**config.mk**
```make
export PLATFORM = sky130hd
export DESIGN_NAME = elm_neuron_mac_flat
export DESIGN_NICKNAME = d
export VERILOG_FILES = /design/src/rtl/elm_neuron_mac_if.sv /design/src/rtl/elm_neuron_mac.sv /design/src/flat_wrapper.sv
export SDC_FILE = /design/constraint.sdc
export NUM_CORES = 1
export LEC_CHECK = 0
export BUFFER_PORTS_ARGS = -buffer_cell sky130_fd_sc_hd__clkbuf_2
export CELL_PAD_IN_SITES_DETAIL_PLACEMENT = 1
export CELL_PAD_IN_SITES_GLOBAL_PLACEMENT = 1
export CORE_AREA = 5 5 217 198
export DETAILED_ROUTE_END_ITERATION = 7
export DIE_AREA = 0 0 222 203
export MAX_ROUTING_LAYER = met4
export PLACE_DENSITY = 0.71
export SLEW_MARGIN = 20
export SYNTH_ARGS = -nofsm -noshare
export SYNTH_HDL_FRONTEND = slang
export SYNTH_SLANG_ARGS = --single-unit
```
**constraint.sdc**
```tcl
create_clock -name clk -period 13.7 [get_ports clk]
set_input_delay 1.37 -clock clk [delete_from_list [all_inputs] [get_ports clk]]
set_output_delay 1.37 -clock clk [all_outputs]
set_load 0.05 [all_outputs]
```
**src/rtl/elm_neuron_mac_if.sv**
```systemverilog
// rtl/elm_neuron_mac_if.sv - activation, weight-memory and result signals of one ELM hidden neuron
interface elm_neuron_mac_if #(
  parameter int dataWidth    = 16,
  parameter int addressWidth = 10
);
  logic [dataWidth-1:0]  myinput;
  logic                  myinputValid;
  logic [dataWidth-1:0]  bias;
  logic                  ren;
  logic [addressWidth:0] raddr;
  logic [dataWidth-1:0]  wout;
  logic [dataWidth-1:0]  out;
  logic                  outvalid;

  // master: upstream activation source together with the weight memory
  modport master (
    output myinput, myinputValid, bias, wout,
    input  ren, raddr, out, outvalid
  );

  modport slave (
    input  myinput, myinputValid, bias, wout,
    output ren, raddr, out, outvalid
  );
endinterface

```
**src/rtl/elm_neuron_mac.sv**
```systemverilog
// rtl/elm_neuron_mac.sv - neuron multiply-accumulate with bias add and saturation; RELU_EN enables ReLU output
module elm_neuron_mac #(
  parameter int numWeight      = 784,
  parameter int addressWidth   = 10,
  parameter int dataWidth      = 16,
  parameter int weightIntWidth = 4
) (
  input logic             clk,
  input logic             rst,
  elm_neuron_mac_if.slave bus
);

  localparam int frac_bits = dataWidth - weightIntWidth;
  localparam int acc_width = 2 * dataWidth;
  localparam int cnt_width = $clog2(numWeight + 1);
  localparam int last_idx  = numWeight - 1;

  localparam logic signed [acc_width-1:0] acc_max = {1'b0, {(acc_width-1){1'b1}}};
  localparam logic signed [acc_width-1:0] acc_min = {1'b1, {(acc_width-1){1'b0}}};
  localparam logic signed [acc_width-1:0] lim_max =
    {{(acc_width-dataWidth+1){1'b0}}, {(dataWidth-1){1'b1}}};
  localparam logic signed [acc_width-1:0] lim_min =
    {{(acc_width-dataWidth+1){1'b1}}, {(dataWidth-1){1'b0}}};
  localparam logic [dataWidth-1:0] out_max = {1'b0, {(dataWidth-1){1'b1}}};
  localparam logic [dataWidth-1:0] out_min = {1'b1, {(dataWidth-1){1'b0}}};

  typedef enum logic [1:0] {FILL, DRAIN, OUT} state_t;

  state_t                       state;
  logic                         accept;
  logic [addressWidth:0]        raddr_r;
  logic signed [dataWidth-1:0]  in_d;
  logic                         in_valid;
  logic signed [acc_width-1:0]  mul_r;
  logic                         mul_valid;
  logic signed [acc_width-1:0]  sum;
  logic [cnt_width-1:0]         beat_cnt;
  logic [dataWidth-1:0]         out_r;
  logic                         outvalid_r;

  logic signed [acc_width-1:0]  sum_acc;
  logic signed [acc_width-1:0]  bias_sh;
  logic signed [acc_width-1:0]  t_sum;
  logic signed [acc_width-1:0]  t_shr;
  logic [dataWidth-1:0]         out_next;

  function automatic logic signed [acc_width-1:0] sat_add(
    input logic signed [acc_width-1:0] a,
    input logic signed [acc_width-1:0] b
  );
    logic signed [acc_width-1:0] s;
    s = a + b;
    if ((a[acc_width-1] == b[acc_width-1]) && (s[acc_width-1] != a[acc_width-1]))
      s = a[acc_width-1] ? acc_min : acc_max;
    return s;
  endfunction

  // Weight read is issued in the same cycle the activation is accepted.
  assign accept       = (state == FILL) && bus.myinputValid && !rst;
  assign bus.ren      = accept;
  assign bus.raddr    = raddr_r;
  assign bus.out      = out_r;
  assign bus.outvalid = outvalid_r;

  always_comb begin
    sum_acc  = sat_add(sum, mul_r);
    bias_sh  = acc_width'($signed(bus.bias)) <<< frac_bits;
    t_sum    = sat_add(sum, bias_sh);
    t_shr    = t_sum >>> frac_bits;
    out_next = t_shr[dataWidth-1:0];
    if (t_shr > lim_max)
      out_next = out_max;
    else if (t_shr < lim_min)
      out_next = out_min;
`ifdef RELU_EN
    if (t_shr[acc_width-1])
      out_next = '0;
`endif
  end

  always_ff @(posedge clk) begin
    if (rst) begin
      state      <= FILL;
      raddr_r    <= '0;
      in_d       <= '0;
      in_valid   <= 1'b0;
      mul_r      <= '0;
      mul_valid  <= 1'b0;
      sum        <= '0;
      beat_cnt   <= '0;
      out_r      <= '0;
      outvalid_r <= 1'b0;
    end else begin
      outvalid_r <= 1'b0;
      in_valid   <= accept;
      mul_valid  <= in_valid;

      if (accept) begin
        in_d <= bus.myinput;
        if (raddr_r == last_idx[addressWidth:0]) begin
          raddr_r <= '0;
          state   <= DRAIN;
        end else begin
          raddr_r <= raddr_r + 1'b1;
        end
      end

      if (in_valid)
        mul_r <= acc_width'(in_d) * acc_width'($signed(bus.wout));

      if (state == OUT) begin
        sum        <= '0;
        beat_cnt   <= '0;
        out_r      <= out_next;
        outvalid_r <= 1'b1;
        state      <= FILL;
      end else if (mul_valid) begin
        sum <= sum_acc;
        // The beat count, not the address, decides completion so in-flight products are never lost.
        if (beat_cnt == last_idx[cnt_width-1:0]) begin
          beat_cnt <= '0;
          state    <= OUT;
        end else begin
          beat_cnt <= beat_cnt + 1'b1;
        end
      end
    end
  end

endmodule

```
**src/flat_wrapper.sv**
```systemverilog
// flat-port wrapper written by rule: the top's interface ports become plain ports
module elm_neuron_mac_flat 
#(
  parameter int numWeight      = 784,
  parameter int addressWidth   = 10,
  parameter int dataWidth      = 16,
  parameter int weightIntWidth = 4
)
  (clk, rst, bus_myinput, bus_myinputValid, bus_bias, bus_wout, bus_ren, bus_raddr, bus_out, bus_outvalid);
  elm_neuron_mac_if #(.dataWidth(dataWidth), .addressWidth(addressWidth)) bus_i ();
  input logic clk;
  input logic rst;
  input wire logic [$bits(bus_i.myinput)-1:0] bus_myinput;
  input wire logic [$bits(bus_i.myinputValid)-1:0] bus_myinputValid;
  input wire logic [$bits(bus_i.bias)-1:0] bus_bias;
  input wire logic [$bits(bus_i.wout)-1:0] bus_wout;
  output wire logic [$bits(bus_i.ren)-1:0] bus_ren;
  output wire logic [$bits(bus_i.raddr)-1:0] bus_raddr;
  output wire logic [$bits(bus_i.out)-1:0] bus_out;
  output wire logic [$bits(bus_i.outvalid)-1:0] bus_outvalid;
  assign bus_i.myinput = bus_myinput;
  assign bus_i.myinputValid = bus_myinputValid;
  assign bus_i.bias = bus_bias;
  assign bus_i.wout = bus_wout;
  assign bus_ren = bus_i.ren;
  assign bus_raddr = bus_i.raddr;
  assign bus_out = bus_i.out;
  assign bus_outvalid = bus_i.outvalid;
  elm_neuron_mac #(.numWeight(numWeight), .addressWidth(addressWidth), .dataWidth(dataWidth), .weightIntWidth(weightIntWidth)) u_core (.clk(clk), .rst(rst), .bus(bus_i));
endmodule
```
## After elaboration in Yosys (flattened, before gate mapping)

Index checks and enable logic that the tools add are counted.

- Add/sub/neg operators: 4
- $mul: 1
- $lt $le $gt $ge: 2
- Eq/ne operators: 7
- Muxes and demuxes: 12
- Reductions and logical operators: 7

Operators by type and width:

| cell | number |
|---|---|
| $mux 32 | 3 |
| $add 32x28->32 | 1 |
| $add 32x32->32 | 1 |
| $mul 16x16->32 | 1 |
| $mux 16 | 2 |
| $gt 20x16->1 const B | 1 |
| $lt 20x16->1 const B | 1 |
| $add 11x1->11 const B | 1 |
| $eq 11x10->1 const B | 1 |
| $mux 11 | 1 |
| $add 10x1->10 const B | 1 |
| $eq 10x10->1 const B | 1 |
| $mux 10 | 1 |
| $mux 2 | 4 |
| $logic_and 1x1->1 | 4 |
| $eq 1x1->1 | 2 |
| $eq 2x2->1 const B | 1 |
| $logic_not 2->1 | 1 |
| $ne 1x1->1 | 2 |
| $reduce_or 2->1 | 1 |
| $logic_not 1->1 | 1 |
| $mux 1 | 1 |

- Flip-flop bits (word level): 122
- Bits of input ports: 51
- Output and inout port bits: 29
- Logic and storage cells: 43

## Longest topological paths before layout

Gate-level depths: netlist of the first run.

- Word-level depth: 7
- Mapped depth: 23
- Mapped depth without buffers: 22

## Worst setup path after synthesis of the first run

No wires, ideal clock.

- Path type: input to register
- Start point: input port bus_wout[1]
- End point: register u_core.mul_r[29]
- Setup time: 0.128 ns
- Arrival time: 7.091 ns
- Data required time: 13.572 ns
- Slack: 6.481 ns
- Cell stages on the path: 21
- Buffers on the path: 1
- Cell sequence: clkbuf_1 nand2_1 inv_1 fa_1 fa_1 fa_1 fa_1 fa_1 inv_1 fa_1 inv_1 ha_1 a21o_1 a21oi_1 o22ai_1 or4_1 a31oi_1 o311ai_0 xor2_1 mux2i_1 nor2_1

- Word-level cells in the longest chain between the ends: 1

Ends and longest elaborated chain:

| what | line | source |
|---|---|---|
| start: declaration | flat_wrapper.sv:16 | `input wire logic [$bits(bus_i.wout)-1:0] bus_wout;` |
| $mul 16x16->32 | elm_neuron_mac.sv:109 | `mul_r <= acc_width'(in_d) * acc_width'($signed(bus.wout));` |
| end signal: assignment | elm_neuron_mac.sv:109 |  |
| end: declaration | elm_neuron_mac.sv:34 | `logic signed [acc_width-1:0] mul_r;` |

Every way passes these cells.
A chain may end at the register's enable or synchronous reset.

## Final worst setup path of the first run

Ends and elaborated chain as after synthesis.

==> results.txt, run 1 <==
Outcome: complete, no violations
Yosys reg bits: 122
Seq/Total Area, Yosys: 0.145
Asr flop ratio synth: 0
Setup_tns: 0 ns
DP Worst Slack: 5.72 ns
Synth Flop Type: dfxtp_1
IO Count: 80
Drt total wl: 43.9 mm
Crit. End Element: register
Iter 0 DRT Violations: 539
Routed vias/inst: 5.29
Post-route minimum period: 7.62 ns
Gr usage total: 0.206
Max clock buf depth: 2
Final nets: 2,404
Synth Cell Area: 16,800 µm²
CTS buffer count: 17
Clock-pin transition on the worst setup and hold timing paths: 0.06 ns
Vias in the first global route: 14,500
Hold_buf cts: 0
Met2 Usage GRT: 0.352
Setup CP Type: primary input to register
Worst Path Required: 14.00 ns
Syn Area/Cell: 8.78 µm²
M3 GR Usage: 0.0233
Final period util: 0.556
Hold Path Class: register to register
Register area: 2440 µm²
P&R area growth vs syn: 8.00%
Pins Over Slew Limit: 0
Leak: 8.86 nW
VDD IR max: 82.3 µV
Final setup violation count: 0
Skew final: 0.0139 ns
Via count: 13,200
First-pass GRT wire length: 73.7 mm
Post-CTS Setup Inserts: 0
WL/cell: 17.5 µm
Fin util: 0.451
Slew of the pin with the lowest slew margin: 1.00 ns
Mapped Nets: 2,367
Initial antenna violation count: 0
Clk_lat worst skew: 0.45 ns
CTS Root Cell: clkbuf_16
Number of synthesized flops with an enable pin: 0
Min setup slack post-route: 6.08 ns
Multi-input logic area: 12,900 µm²
DP HPWL: 35.2 mm
DRT antenna net count: 0
Initial Util: 0.418
Largest net degree at the start of global routing: 57
Distinct cells, synth: 69
CTS H-tree depth: 4
Final Instance Count excl. Fillers: 2,503
Post_cts resized: 0
GRT busiest layer: met2
Unrepaired setup endpoints after global routing: no
Cell count after placement: 2,475
Grt ovf: 0
Pre-antenna DRT Iters: 5
Die height: 203 µm
Fillers: 4,789
Rel. slew slack: 0.323
Clk sink count: 122
Crit Path Max Fanout: 16
Most frequent cells in the layout: inv_1 (313), fa_1 (265), nand2_1 (202), ha_1 (134)
Share of cells above drive strength 1: 0.0713
Die area: 45,100 µm²
CTS tree: done
Max-cap viol count: 0
Yosys warns: 0
Post-route DRC: 0
Power per cell area: 105 nW/µm²
Rows: 70
Port Buffers: 79
Met1 Use GR: 0.263
Startpoint Class: primary input
Gpl congestion: 0.854
Final hold vios: 0
ANT cells: 0
Commonest non-fill, non-tap cell in the layout: inv_1
Fmax: 0.131 GHz
Syn Inst Count: 1,917
Die W: 222 µm
Crit path DAT: 7.92 ns
Floorplan core area: 40,300 µm²
-- flip-flops by register name, indices dropped and copies added, names as in the netlist --
signal               count
u_core.state             2
u_core.in_d             16
u_core.in_valid          1
u_core.mul_r            32
u_core.bus.raddr        11
u_core.sum              32
u_core.bus.out          16
u_core.beat_cnt         10
u_core.mul_valid         1
u_core.bus.outvalid      1
-- synth_stat cells (3+ instances only) --
master	instances	area share
or3_1	3	0.0011
and4_1	3	0.0016
o221a_2	3	0.0020
o31ai_1	5	0.0022
nand2b_1	11	0.0041
mux2i_1	17	0.010
nand2_1	202	0.045
a211oi_1	19	0.0085
a21o_1	34	0.015
o21ai_0	64	0.019
buf_2	4	0.0012
inv_1	313	0.070
o31a_1	3	0.0016
a2111oi_0	3	0.0016
ha_1	134	0.10
and3_1	14	0.0052
a221o_1	3	0.0018
o21a_1	14	0.0062
dfxtp_1	122	0.15
or2_2	4	0.0015
clkbuf_1	57	0.013
nor2_1	126	0.028
buf_1	5	0.0011
o21ai_1	4	0.0012
a31oi_1	8	0.0030
xnor2_1	57	0.030
buf_6	3	0.0020
o211ai_1	8	0.0036
nor2b_1	10	0.0037
nand3b_1	4	0.0018
o21bai_1	10	0.0045
nor3_1	26	0.0077
nand3_1	25	0.0074
a21oi_1	86	0.026
nand4_1	15	0.0056
and2_1	126	0.047
o22ai_1	24	0.0089
a31o_2	4	0.0021
o311ai_0	4	0.0021
or4_1	6	0.0027
xor2_1	33	0.017
fa_1	265	0.32
-- worst max-delay path: stages --
cell	delay [ns]
clkbuf_2	0.26
nand2_1	0.21
inv_1	0.11
fa_1	0.66
fa_1	0.91
fa_1	0.53
fa_1	0.50
fa_1	0.49
inv_1	0.05
fa_1	0.49
inv_1	0.05
ha_1	0.35
a21o_1	0.22
a21oi_1	0.15
o22ai_1	0.12
or4_1	0.42
a31oi_1	0.36
o311ai_0	0.26
xor2_1	0.19
mux2i_1	0.15
nor2_1	0.06
-- metal layers --
layer / up-vias / share of wire
met5: - / 0
met3: 50 / 0.021
met2: 145 / 0.51
li1: 6262 / -
met4: 0 / 0.020
met1: 6778 / 0.45
-- report_power, final --
group / switching, mW / leakage, nW / total [mW] / internal [mW]
registers: 0.0369 / 0.993 / 0.423 / 0.387
clock network: 0.180 / 0.236 / 0.404 / 0.224
logic: 0.629 / 7.63 / 1.08 / 0.446
-- path summary, 6_finish.rpt --
| check | depth (start not counted) | slack, ns | startpoint | to |
|---|---|---|---|---|
| setup reg to reg | 20 | 6.52 | u_core.in_d[15] | u_core.mul_r[29] |
| hold reg to reg | 2 | 0.45 | u_core.bus.out[7] | u_core.bus.out[7] |
| setup / recovery | 21 | 6.08 | bus_wout[1] | u_core.mul_r[29] |
| hold / removal | 2 | 0.45 | u_core.bus.out[7] | u_core.bus.out[7] |
-- cells by family (layout without fill, tap and decap cells) --
| logic type | after synthesis | after routing | share of synthesized area |
|---|---|---|---|
| simple gates | 578 | 578 | 0.164 |
| buf+inv | 383 | 429 | 0.0873 |
| flops | 122 | 122 | 0.145 |
| mux | 17 | 17 | 0.0101 |
| fa+ha+maj | 399 | 399 | 0.415 |
| xor+xnor | 90 | 90 | 0.0469 |
| compound gates | 328 | 328 | 0.132 |
-- final cells by class --
class,count,area share
timing repair buffer,88,0.0259
multi-input combinational,1412,0.711
sequential,122,0.134
clock buffer,19,0.0238
clock inverter,9,0.00310
inverter,313,0.0647
tap,540,0.0372
-- per-stage QoR --
stage	cell area, µm²	hold slack [ns]	total power [mW]
global route	18200	0.481	2.09
global placement	17700	0.435	1.47
floorplan	16800	0.436	1.24
detailed placement	17700	0.446	1.51
finish	18200	0.452	1.90
CTS	18200	0.459	1.94
Note: power is estimated with default switching activity, not from simulation.
==> run 2: changes to the inputs <==
- ABC_AREA: default -> 1
- CORE_AREA: 5 5 217 198 -> 5 5 226 206
- DIE_AREA: 0 0 222 203 -> 0 0 231 211
- PLACE_DENSITY: 0.71 -> 0.76
- clock period: 13.7 -> 7 ns (I/O delays scaled with it)
==> run 2 against run 1 <==
Routed wire length grew 24%; worst hold slack better by 0.0035 ns; largest cell class unchanged; non-clock buffer count is 13 higher; critical path type is now register to register; clock power increased by 150%; first-iteration DRC count is 64% higher; synthesized cell count rose by 31%; final cell count grew 24%; die area increased by 8.2%; sequential power increased by 97%.
==> results.txt, run 2 <==
CTS tree: done
Synth top area share: 0.291 (-0.0239)
Setup_tns: 0 ns (unchanged)
Initial Util: 0.415 (-0.00239)
Mapped Nets: 2,960 (+25%)
Hold_buf cts: 0 (unchanged)
Setup CP Type: register to register
CTS Root Cell: clkbuf_16
Dominant cells by area after synthesis: fa_1 (29%), dfxtp_1 (13%), nand2_1 (12%)
Post-route minimum period: 6.32 ns
Synth Cell Area: 18,200 µm² (+8.2%)
DRT antenna net count: 0 (unchanged)
CTS H-tree depth: 4 (unchanged)
Unrepaired setup endpoints after global routing: no
CTS buffer count: 17 (unchanged)
Share of cells above drive strength 1: 0.0711 (-0.000172)
Crit Path Max Fanout: 17 (+1)
Largest net degree at the start of global routing: 54 (-5.3%)
Final hold vios: 0 (unchanged)
Startpoint Class: register
Yosys warns: 0 (unchanged)
Floorplan core area: 43,800 µm² (+8.8%)
Vias in the first global route: 17,700 (+22%)
Grt ovf: 0 (unchanged)
Fmax: 0.158 GHz
Leak: 11.0 nW (+24%)
Via count: 16,000 (+21%)
Post_cts resized: 0 (unchanged)
Post-synth top area cell: fa_1
Rel. slew slack: 0.381 (+0.0571)
Die area: 48,700 µm² (+8.2%)
Synth Flop Type: dfxtp_1
Slew of the pin with the lowest slew margin: 0.928 ns (-0.0743 ns)
Hold path start: u_core.bus.out[2]
Most frequent cells in the layout: nand2_1 (597), inv_1 (560), fa_1 (265), nor2_1 (194), ha_1 (134)
Drt total wl: 54.3 mm (+24%)
First-pass GRT wire length: 90.9 mm (+23%)
Die height: 211 µm (+3.9%)
Synth cell count leaders: nand2_1 (597), inv_1 (560), fa_1 (265)
Number of synthesized flops with an enable pin: 0 (unchanged)
Hold Path Class: register to register
Register area: 2440 µm² (unchanged)
Gpl congestion: 0.906 (+6.0%)
P&R area growth vs syn: 8.16%
Post-route DRC: 0 (unchanged)
Hold WS: 0.456 ns (+0.00349 ns)
Rows: 73 (+4.3%)
Worst R2R Start: u_core.in_d[12]
Crit. End Element: register
Seq/Total Area, Yosys: 0.134 (-0.0110)
Clock-pin transition on the worst setup and hold timing paths: 0.07 ns (about the same)
Worst R2R End: u_core.mul_r[16]
Clk_lat worst skew: 0.48 ns (+0.03 ns)
Syn Area/Cell: 7.25 µm² (-17%)
Max-cap viol count: 0 (unchanged)
Pins Over Slew Limit: 0 (unchanged)
Pre-antenna DRT Iters: 5 (unchanged)
Fillers: 5,519 (+15%)
Port Buffers: 79 (unchanged)
IO Count: 80 (unchanged)
DP HPWL: 45.3 mm (+29%)
Final nets: 2,981 (+24%)
Clk sink count: 122 (unchanged)
Final period util: 0.903
R2R depth: 18 (-10%)
Iter 0 DRT Violations: 884 (+64%)
Final setup violation count: 0 (unchanged)
Hold Path Stages: 2 (unchanged)
Syn Inst Count: 2,510 (+31%)
Setup slack, reg-to-reg: 0.68 ns (-5.84 ns)
Gr usage total: 0.239 (+0.0333)
Skew final: 0.0138 ns (-0.0000947 ns)
Distinct cells, synth: 52 (-25%)
Post-CTS Setup Inserts: 0 (unchanged)
Initial antenna violation count: 1 (+1)
Largest registers: u_core.mul_r x32, u_core.sum x32
Fin util: 0.449 (-0.00190)
WL/cell: 17.5 µm (-0.42%)
Hold Path Sink: u_core.bus.out[2]
Cell count after placement: 3,074 (+24%)
Yosys reg bits: 122 (unchanged)
Outcome: complete, no violations
ANT cells: 0 (unchanged)
Asr flop ratio synth: 0 (unchanged)
Most common cell in the netlist: nand2_1
Power per cell area: 291 nW/µm² (+180%)
Commonest non-fill, non-tap cell in the layout: nand2_1
Worst Path Required: 7.40 ns (-6.60 ns)
VDD IR max: 267 µV (+220%)
Pwr Total: 5.72 mW (+200%)
Crit path DAT: 6.72 ns (-1.20 ns)
Final Instance Count excl. Fillers: 3,106 (+24%)
Multi-input logic area: 13,200 µm² (+2.3%)
Routed vias/inst: 5.17 (-2.3%)
Die W: 231 µm (+4.1%)
Max clock buf depth: 2 (unchanged)
## run 2: final cells by class
| class | count | share of cell area |
|---|---|---|
| multi-input cells | 1721 | 0.671 |
| flip-flops and latches | 122 | 0.124 |
| inverters | 568 | 0.109 |
| well taps | 562 | 0.0357 |
| repair buffers | 101 | 0.0285 |
| clock buffers | 17 | 0.0216 |
| clock inverters | 15 | 0.0102 |
## run 2: kinds of logic (layout without fill, tap and decap cells)
| family | Yosys count | after routing | synth area share |
|---|---|---|---|
| XOR/XNOR | 57 | 57 | 0.0274 |
| AO/OA/AOI/OAI | 325 | 325 | 0.105 |
| AND/OR/NAND/NOR | 940 | 940 | 0.210 |
| buffers and inverters | 667 | 701 | 0.140 |
| adder cells (fa/ha/maj) | 399 | 399 | 0.384 |
| flip-flops | 122 | 122 | 0.134 |
## run 2: worst max-delay path by stage
stage          slack [ns]                to             from
6_report             0.68  u_core.mul_r[16]  u_core.in_d[12]
5_1_grt              0.32  u_core.mul_r[16]  u_core.in_d[11]
4_1_cts              0.69  u_core.mul_r[16]  u_core.in_d[12]
3_5_place_dp         0.26  u_core.mul_r[29]      bus_wout[1]
3_3_place_gp         0.50  u_core.mul_r[29]      bus_wout[1]
2_1_floorplan        0.90  u_core.mul_r[29]      bus_wout[5]
## run 2: power breakdown
group / internal [mW] / switching [mW] / leakage (nW) / total (mW)
sequential: 0.753 / 0.0814 / 0.993 / 0.834
clock: 0.574 / 0.418 / 0.311 / 0.993
combinational: 1.43 / 2.47 / 9.65 / 3.89
total: 2.76 / 2.97 / 11.0 / 5.72
## run 2: stage by stage
step	area (µm²)	worst slack (ns)
4_1_cts	19700	0.689
3_5_place_dp	19100	0.257
5_1_grt	19700	0.317
2_1_floorplan	18200	0.897
6_report	19700	0.682
3_3_place_gp	19100	0.501
## run 2: critical path: stages (launching register included)
cell	delay (ns)
dfxtp_1	0.88
nand2_1	0.18
fa_1	0.56
fa_1	0.52
fa_1	0.52
inv_1	0.06
fa_1	0.50
fa_1	0.52
inv_1	0.06
fa_1	0.47
inv_1	0.04
ha_1	0.34
a21oi_1	0.26
a21boi_0	0.27
nand2_1	0.11
a31oi_1	0.33
o21ai_0	0.20
or2_2	0.30
a31oi_1	0.11
## run 2: metal layers
metal  global-route usage  up-vias  part of all wire
met5                    -        -                 0
met4               0.0684        0             0.024
met3               0.0306       81             0.033
met2                0.396      272              0.48
met1                0.312     8052              0.46
li1                     -     7638                 -
